$ cat config.mk
export PLATFORM = sky130hd
export DESIGN_NAME = mole_slot_scheduler
export DESIGN_NICKNAME = d
export VERILOG_FILES = /design/src/rtl/mole_slot_scheduler.sv
export SDC_FILE = /design/constraint.sdc
export NUM_CORES = 1
export LEC_CHECK = 0
export CAP_MARGIN = 40
export CORE_MARGIN = 2
export CORE_UTILIZATION = 30
export DETAILED_ROUTE_END_ITERATION = 6
export PLACE_DENSITY = 0.51
export SYNTH_ARGS = -nofsm -noshare
export SYNTH_HDL_FRONTEND = slang
export SYNTH_SLANG_ARGS = --single-unit
$ cat constraint.sdc
create_clock -name clock -period 3.7 [get_ports clock]
set_clock_uncertainty 0.05 [all_clocks]
set_input_delay 0.555 -clock clock [delete_from_list [all_inputs] [get_ports clock]]
set_output_delay 0.555 -clock clock [all_outputs]
set_load 0.05 [all_outputs]
$ cat src/rtl/mole_slot_scheduler.sv
// Per-slot lifecycle controller for the mole field: spawn, hit, timeout and
// display sequencing of every slot, plus the hit/miss event outputs.
module mole_slot_scheduler #(
   parameter int unsigned NUM_MOLES      = 5,
   parameter int unsigned LIFETIME_TICKS = 3,
   parameter int unsigned SHOW_TICKS     = 1
) (
   input  logic                     clock,
   input  logic                     reset,
   input  logic                     enable,
   input  logic                     tick,
   input  logic [NUM_MOLES-1:0]     spawnMask,
   input  logic                     hitValid,
   input  logic [2:0]               hitIndex,
   output logic [2*NUM_MOLES-1:0]   moleState,
   output logic [NUM_MOLES-1:0]     molesVisible,
   output logic                     hitPulse,
   output logic [2:0]               hitSlot,
   output logic                     badHitPulse,
   output logic                     missPulse,
   output logic [7:0]               missCount
);

   typedef enum logic [1:0] {
      OFFSCREEN = 2'd0,
      ONSCREEN  = 2'd1,
      HIT       = 2'd2,
      MISS      = 2'd3
   } slotState_t;

   localparam logic [3:0] LIFE_INIT = 4'(LIFETIME_TICKS);
   localparam logic [3:0] SHOW_INIT = 4'(SHOW_TICKS);

   slotState_t           state     [NUM_MOLES];
   slotState_t           stateNext [NUM_MOLES];
   logic [3:0]           life      [NUM_MOLES];
   logic [3:0]           lifeNext  [NUM_MOLES];
   logic [3:0]           show      [NUM_MOLES];
   logic [3:0]           showNext  [NUM_MOLES];
   logic [NUM_MOLES-1:0] timeoutVec;
   logic [NUM_MOLES-1:0] visibleNext;
   logic                 goodHit;
   logic                 badHit;
   logic [2:0]           hitSlotNext;
   logic [3:0]           missInc;
   logic [8:0]           missSum;
   logic [7:0]           missCountNext;

   always_comb begin
      goodHit     = 1'b0;
      hitSlotNext = hitSlot;
      timeoutVec  = '0;
      visibleNext = '0;
      for (int unsigned i = 0; i < NUM_MOLES; i++) begin
         stateNext[i] = state[i];
         lifeNext[i]  = life[i];
         showNext[i]  = show[i];
         if (!enable) begin
            stateNext[i] = OFFSCREEN;
            lifeNext[i]  = '0;
            showNext[i]  = '0;
         end else begin
            case (state[i])
               OFFSCREEN: begin
                  if (tick && spawnMask[i]) begin
                     stateNext[i] = ONSCREEN;
                     lifeNext[i]  = LIFE_INIT;
                  end
               end
               ONSCREEN: begin
                  // A hit takes priority over a simultaneous final tick.
                  if (hitValid && (hitIndex == 3'(i))) begin
                     stateNext[i] = HIT;
                     showNext[i]  = SHOW_INIT;
                     lifeNext[i]  = '0;
                     goodHit      = 1'b1;
                     hitSlotNext  = 3'(i);
                  end else if (tick) begin
                     if (life[i] == 4'd1) begin
                        stateNext[i]  = MISS;
                        showNext[i]   = SHOW_INIT;
                        lifeNext[i]   = '0;
                        timeoutVec[i] = 1'b1;
                     end else begin
                        lifeNext[i] = life[i] - 4'd1;
                     end
                  end
               end
               HIT, MISS: begin
                  if (tick) begin
                     if (show[i] == 4'd1) begin
                        stateNext[i] = OFFSCREEN;
                        showNext[i]  = '0;
                     end else begin
                        showNext[i] = show[i] - 4'd1;
                     end
                  end
               end
               default: stateNext[i] = OFFSCREEN;
            endcase
         end
         visibleNext[i] = (stateNext[i] == ONSCREEN);
      end

      badHit = enable && hitValid && !goodHit;

      missInc = '0;
      for (int unsigned i = 0; i < NUM_MOLES; i++) begin
         missInc = missInc + {3'b000, timeoutVec[i]};
      end
      missSum = {1'b0, missCount} + {5'b00000, missInc};

      if (!enable) begin
         missCountNext = '0;
      end else if (missSum[8]) begin
         missCountNext = '1;
      end else begin
         missCountNext = missSum[7:0];
      end
   end

   always_ff @(posedge clock or posedge reset) begin
      if (reset) begin
         for (int unsigned i = 0; i < NUM_MOLES; i++) begin
            state[i] <= OFFSCREEN;
            life[i]  <= '0;
            show[i]  <= '0;
         end
      end else begin
         for (int unsigned i = 0; i < NUM_MOLES; i++) begin
            state[i] <= stateNext[i];
            life[i]  <= lifeNext[i];
            show[i]  <= showNext[i];
         end
      end
   end

   always_ff @(posedge clock or posedge reset) begin
      if (reset) begin
         molesVisible <= '0;
         hitPulse     <= 1'b0;
         hitSlot      <= '0;
         badHitPulse  <= 1'b0;
         missPulse    <= 1'b0;
         missCount    <= '0;
      end else begin
         molesVisible <= visibleNext;
         hitPulse     <= goodHit;
         hitSlot      <= hitSlotNext;
         badHitPulse  <= badHit;
         missPulse    <= |timeoutVec;
         missCount    <= missCountNext;
      end
   end

   // The slot registers themselves form the state output; this is wiring only.
   always_comb begin
      moleState = '0;
      for (int unsigned i = 0; i < NUM_MOLES; i++) begin
         moleState[2*i +: 2] = state[i];
      end
   end

endmodule
* After elaboration in Yosys (flattened, before gate mapping)
Cells that the tools add are included.
Widths: inputs -> output; s select.
** Storage, ports and cells
- Register bits :: 69
- Bits of input ports :: 13
- Output and inout bits :: 29
- Logic and storage cells :: 297
** Operators by class
- Add/sub/neg operators :: 15
- Equality and inequality tests :: 64
- Multiplexer cells :: 162
- Reductions and logical operators :: 35
** Operators by type and width (number)
- $mux 4 :: 55
- $pmux 4 s2 :: 10
- $mux 2 :: 35
- $mux 3 :: 15
- $eq 4x1->1 const B :: 10
- $mux 1 :: 40
- $ne 4x4->1 const B :: 10
- $sub 4x1->4 const B :: 10
- $ne 3x1->1 const B :: 10
- $ne 3x3->1 const B :: 10
- $pmux 2 s3 :: 5
- $eq 2x1->1 const B :: 10
- $eq 2x2->1 const B :: 10
- $reduce_and 4->1 :: 5
- $mux 8 :: 2
- $reduce_and 3->1 :: 5
- $logic_and 1x1->1 :: 12
- $logic_not 2->1 :: 5
- $reduce_or 2->1 :: 5
- $add 8x4->9 :: 1
- $eq 3x2->1 const B :: 2
- $reduce_or 5->1 :: 1
- $add 3x1->4 :: 1
- $add 4x1->4 :: 1
- other kinds (6) :: 6

* Logic depth before layout (Yosys ltp)
- Depth after elaboration :: 19
- Depth in mapped cells :: 12
- Mapped depth without buffers :: 12

* Worst setup path after synthesis
No wires, ideal clock.
- Path kind :: register -> register
- Start point :: register state, in the netlist moleState[1]
- End point :: register missCount[5]
- Setup time :: 0.126 ns
- Arrival time :: 3.907 ns
- Data required time :: 3.524 ns
- Setup slack :: -0.383 ns
- Cell stages (with the launch flop) :: 12
- Buffers on the path :: 1
- Clock period less this slack :: 4.083 ns
- Cell sequence :: dfrtp_1 -> buf_6 -> or2b_1 -> nor4b_1 -> fa_1 -> fa_1 -> ha_1 -> fa_1 -> a21oi_1 -> nor2_1 -> and3_1 -> o311a_1
** Between the ends
- Longest elaborated chain between the ends :: 10
** Ends and longest elaborated chain
- start: declaration :: line 34 : slotState_t state [NUM_MOLES];
- start signal: indexed assignment :: line 131 : state[i] <= stateNext[i];
- $eq 2x1->1 :: line 63 : case (state[i])
- $mux 1 :: line 63
- $mux 1 :: line 58 : if (!enable) begin
- $add 1x1->2 :: line 109 : missInc = missInc + {3'b000, timeoutVec[i]};
- $add 2x1->3 :: line 109
- $add 3x1->4 :: line 109
- $add 4x1->4 :: line 109
- $add 8x4->9 :: line 111 : missSum = {1'b0, missCount} + {5'b00000, missInc};
- $mux 8 :: line 115 : end else if (missSum[8]) begin
- $mux 8 :: line 113 : if (!enable) begin
- net missCountNext[5] :: line 47 : logic [7:0] missCountNext;
- end signal: assignment :: line 152 : missCount <= missCountNext;
- end: declaration :: line 21 : output logic [7:0] missCount
The timed path passes the listed nets, and every way through them passes these cells.
A chain may end at the register's enable or synchronous reset.

* Worst setup path after layout
- Start point :: input tick
- End point :: register missCount[5]
** Between the ends
- Longest elaborated chain between the ends :: 11
- Elaborated cells between the ends (all ways) :: 27
- Classes of those cells :: 5 x add/sub; 22 x mux
** Ends and longest elaborated chain
- start: declaration :: line 11 : input logic tick,
- $mux 1 :: line 78 : end else if (tick) begin
- $mux 1 :: line 72 : if (hitValid && (hitIndex == 3'(i))) begin
- $mux 1 :: line 63
- $mux 1 :: line 58
- $add 1x1->2 :: line 109
- $add 2x1->3 :: line 109
- $add 3x1->4 :: line 109
- $add 4x1->4 * :: line 109
- $add 8x4->9 * :: line 111
- $mux 8 * :: line 115
- $mux 8 * :: line 113
- net missCountNext[5] :: line 47
The timed path passes the listed nets; every way through them passes the cells marked *.

==> metrics.txt <==
status=complete, no violations; Clk pin slew, worst setup/hold paths=50 ps; Post-synth EDFFs=0; CTS tree=built; Int Power=1.51 mW; setup TNS=0 ps; die height=between 100 and 150 um; IO Count=42; Area contributors post-synth=dfrtp_1, ha_1, nand2_1; nets@finish=574; Worst Setup Start Kind=primary input; Switching Power=approximately 0.63 mW; Seq/Total Area, Yosys=39.4%; drt pass-1 iters=4; area leader, netlist=dfrtp_1; Vias/cell=between 5 and 6; Worst Setup SP=tick; WS Path Type=primary input to flip-flop; diode count=0; Sink Count=69; clock root buffer master=clkbuf_16; Slowest Stage Delay on Critical Path=560 ps; Die Area=15600 um2; Slowest cell on crit path=clkdlybuf4s50_1; global placement routability congestion=0.824; Final Hold Fails=0; period utilization=96.9%; Worst slew margin=44.1%; placed instance count=704; remaining antenna violation count=0; Seq pwr share=39.5%; arrival time at the worst endpoint=3750 ps; ys async rst share=100%; Core Footprint=14400 um2; Area after DPL=5250 um2; GR Util met1=about a fifth; # fillers=1431; CTS max path bufs=2; first-pass GRT wire length=19300 um; share of layout cells above drive strength 1=17.6%; cell count after synthesis=463; most used cell, CP=fa_1; Num CTS Buffers=9; Max FO, Critical Path=4; final setup vio count=0; Worst-Margin Slew=826 ps; # DRC=0; initial antenna violation count=1; initial drt markers=238; Initial Util=30.4%; Synth warnings=0; placed wire-length estimate=approximately 7900 um; routing usage on met3=2.62%; synth-to-layout area growth=27.9%; H-tree level count=3; GRT Max-Usage Layer=met2; Max VDD drop=0.280 mV; area fraction of the dominant cell type after synthesis=approximately 39%; number of port buffers=41; PD cells=382 nW/um2; Slew Viols, Final=0; row cnt=44; Final Critical Period=3580 ps; largest net degree at the start of global routing=48; worst hold slack=roughly 440 ps; met2 Use GR=24.0%; Synth Register Bits=69; drt total wl=11200 um; CP cell instances=clkdlybuf4s50_1 > nand2_4 > nor4b_4 > fa_1 > fa_1 > ha_2 > fa_2 > a21oi_2 > nor2_1 > and3_4 > o311a_1; post-synthesis instance area=4380 um2; Worst-Skew Late Latency=340 ps; Die X=125 um; endpoint class of the critical path=flip-flop; Hold Crit Start=show[9]$_DFFE_PP0P_; Final Cell Area=5600 um2; remaining global-route overflow=0; Net Sw Frac=29.3%; Peak Freq=279 MHz; Worst Hold Class=flip-flop to flip-flop; Final Util=38.8%; Layout Cells excl Fill=slightly above 700; Worst R2R Start=life[17]$_DFFE_PP0P_; Top FF cell, synth=dfrtp_1; GRT Util Overall=15.1%; drt wl/cell=approximately 16 um; Mapped Nets=503; P_leak=2.39 nW; mean area per synthesized cell=9.46 um2; Crit path required time=3870 ps; Logic pwr share=20.0%; via count=around 3800; library cells used by synthesis=74; max_cap viols=0; Clk pwr share=40.6%; vias in the first global route=3844
==> kinds of logic (layout without fill, tap and decap cells) <==
kind of cell | Yosys count | in the layout | share of synthesized area (%)
and+or+nand+nor | 192 | 192 | 26.8
DFF | 69 | 69 | 39.4
buffers and inverters | 48 | 124 | 4.68
muxes | 9 | 9 | 2.20
AOI/OAI and AO/OA | 115 | 115 | 18.1
adders and majority gates | 27 | 27 | 8.22
xor gates and xnor gates | 3 | 3 | 0.600
==> per-layer routing <==
layer | wire [um] | vias up
met5 | 13 | -
met4 | 263 | 2
met3 | 324 | 18
met2 | 5290 | 58
met1 | 5320 | 1869
li1 | - | 1844
==> stage by stage <==
stage	worst slack [ps]	power (mW)
after floorplan	29.0	1.14
after global placement	-380	1.27
after detailed placement	-437	1.28
after CTS	49.4	2.16
after global routing	-3.54	2.25
final	115	2.14
==> synth_stat cells, types with 3 or more instances <==
| master | number |
|---|---|
| nor4_2 | 3 |
| mux2_2 | 4 |
| nor4b_1 | 8 |
| a31oi_1 | 5 |
| dfrtp_1 | 69 |
| and2_1 | 5 |
| nor2b_1 | 14 |
| clkbuf_1 | 7 |
| nor2_1 | 22 |
| nand3_1 | 15 |
| nor4bb_1 | 3 |
| a32o_1 | 3 |
| o311ai_0 | 3 |
| inv_1 | 30 |
| nand2b_1 | 16 |
| nand3b_1 | 3 |
| mux2i_1 | 4 |
| o221a_2 | 3 |
| buf_2 | 8 |
| nor3b_1 | 12 |
| and3_1 | 4 |
| nor4_1 | 7 |
| o21bai_1 | 4 |
| o21a_1 | 5 |
| o22ai_1 | 3 |
| nand2_1 | 41 |
| nand4_1 | 5 |
| fa_1 | 3 |
| nand4bb_1 | 3 |
| a21o_1 | 5 |
| a21oi_1 | 30 |
| o21ai_0 | 22 |
| ha_1 | 24 |
| nor3_1 | 11 |
| o211ai_1 | 3 |
==> registers in the layout, summed over array words and instances (netlist names), 3 cells and up <==
name / count
missCount: 8
hitSlot: 3
life: 20
show: 20
moleState: 10
molesVisible: 5
==> worst paths after layout <==
| path | slack, ps | cells after the start | endpoint |
|---|---|---|---|
| setup / recovery | 120 | 11 | missCount[5]$_DFF_PP0_ |
| hold / removal | 440 | 1 | show[9]$_DFFE_PP0P_ |
| setup reg to reg | 210 | 13 | missCount[5]$_DFF_PP0_ |
| hold reg to reg | 440 | 1 | show[9]$_DFFE_PP0P_ |
| max in group asynchronous | 2350 | 3 | moleState[1]$_DFF_PP0_ |
| min in group asynchronous | 580 | 2 | show[8]$_DFFE_PP0P_ |
==> repair_timing <==
item,CTS,global route
buffers inserted,1,2
endpoints found under the setup margin,1,5
pin swaps,5,5
resized for setup,4,6
hold buffers,0,0
==> critical path, delay by kind of cell <==
| family | cells | cell delay, ps |
|---|---|---|
| AOI/OAI and AO/OA | 2 | 430 |
| adders and majority gates | 4 | 1490 |
| and+or+nand+nor | 4 | 710 |
| buffers and inverters | 1 | 560 |
==> cell usage in the layout (no fill, tap or decap), drive strengths merged, types with 3 or more instances in the layout <==
cell           netlist  final
o211ai               3      3
nor2b               14     14
nand3               15     15
a31oi                5      5
o21bai               4      4
a21oi               32     32
o221ai               3      3
a21o                 5      5
ha                  24     24
nand2b              16     16
inv                 30     30
nor3b               14     14
mux2i                4      4
and2                 5      5
clkinv               0      4
nor4b                9      9
o21a                 5      5
dfrtp               69     69
nor2                22     22
clkbuf               7     11
fa                   3      3
nor3                11     11
nor4bb               3      3
nor4                10     10
o221a                3      3
mux2                 5      5
a32o                 3      3
clkdlybuf4s50        0     36
buf                 11     38
o21ai               25     25
and3                 5      5
o311ai               3      3
o22ai                3      3
nand3b               3      3
dlymetal6s2s         0      3
nand2               42     42
nand4                5      5
nand4bb              3      3
==> layout make-up <==
class | count | area (um2) | share of cell area [%]
clock buffer | 11 | 243 | 4.33
clock inverter | 5 | 50.0 | 0.893
inverter | 30 | 113 | 2.01
multi-input combinational | 346 | 2530 | 45.2
sequential | 69 | 1730 | 30.9
tap | 184 | 230 | 4.11
timing repair buffer | 78 | 702 | 12.5
==> power groups by stage <==
stage          clock network [mW]  logic (mW)  registers [mW]
2_1_floorplan                   0       0.236           0.899
3_3_place_gp                    0       0.419           0.855
3_5_place_dp                    0       0.426           0.856
4_1_cts                     0.892       0.428           0.843
5_1_grt                     0.922       0.476           0.852
6_report                    0.868       0.427           0.844
(Power assumes the default switching activity.)
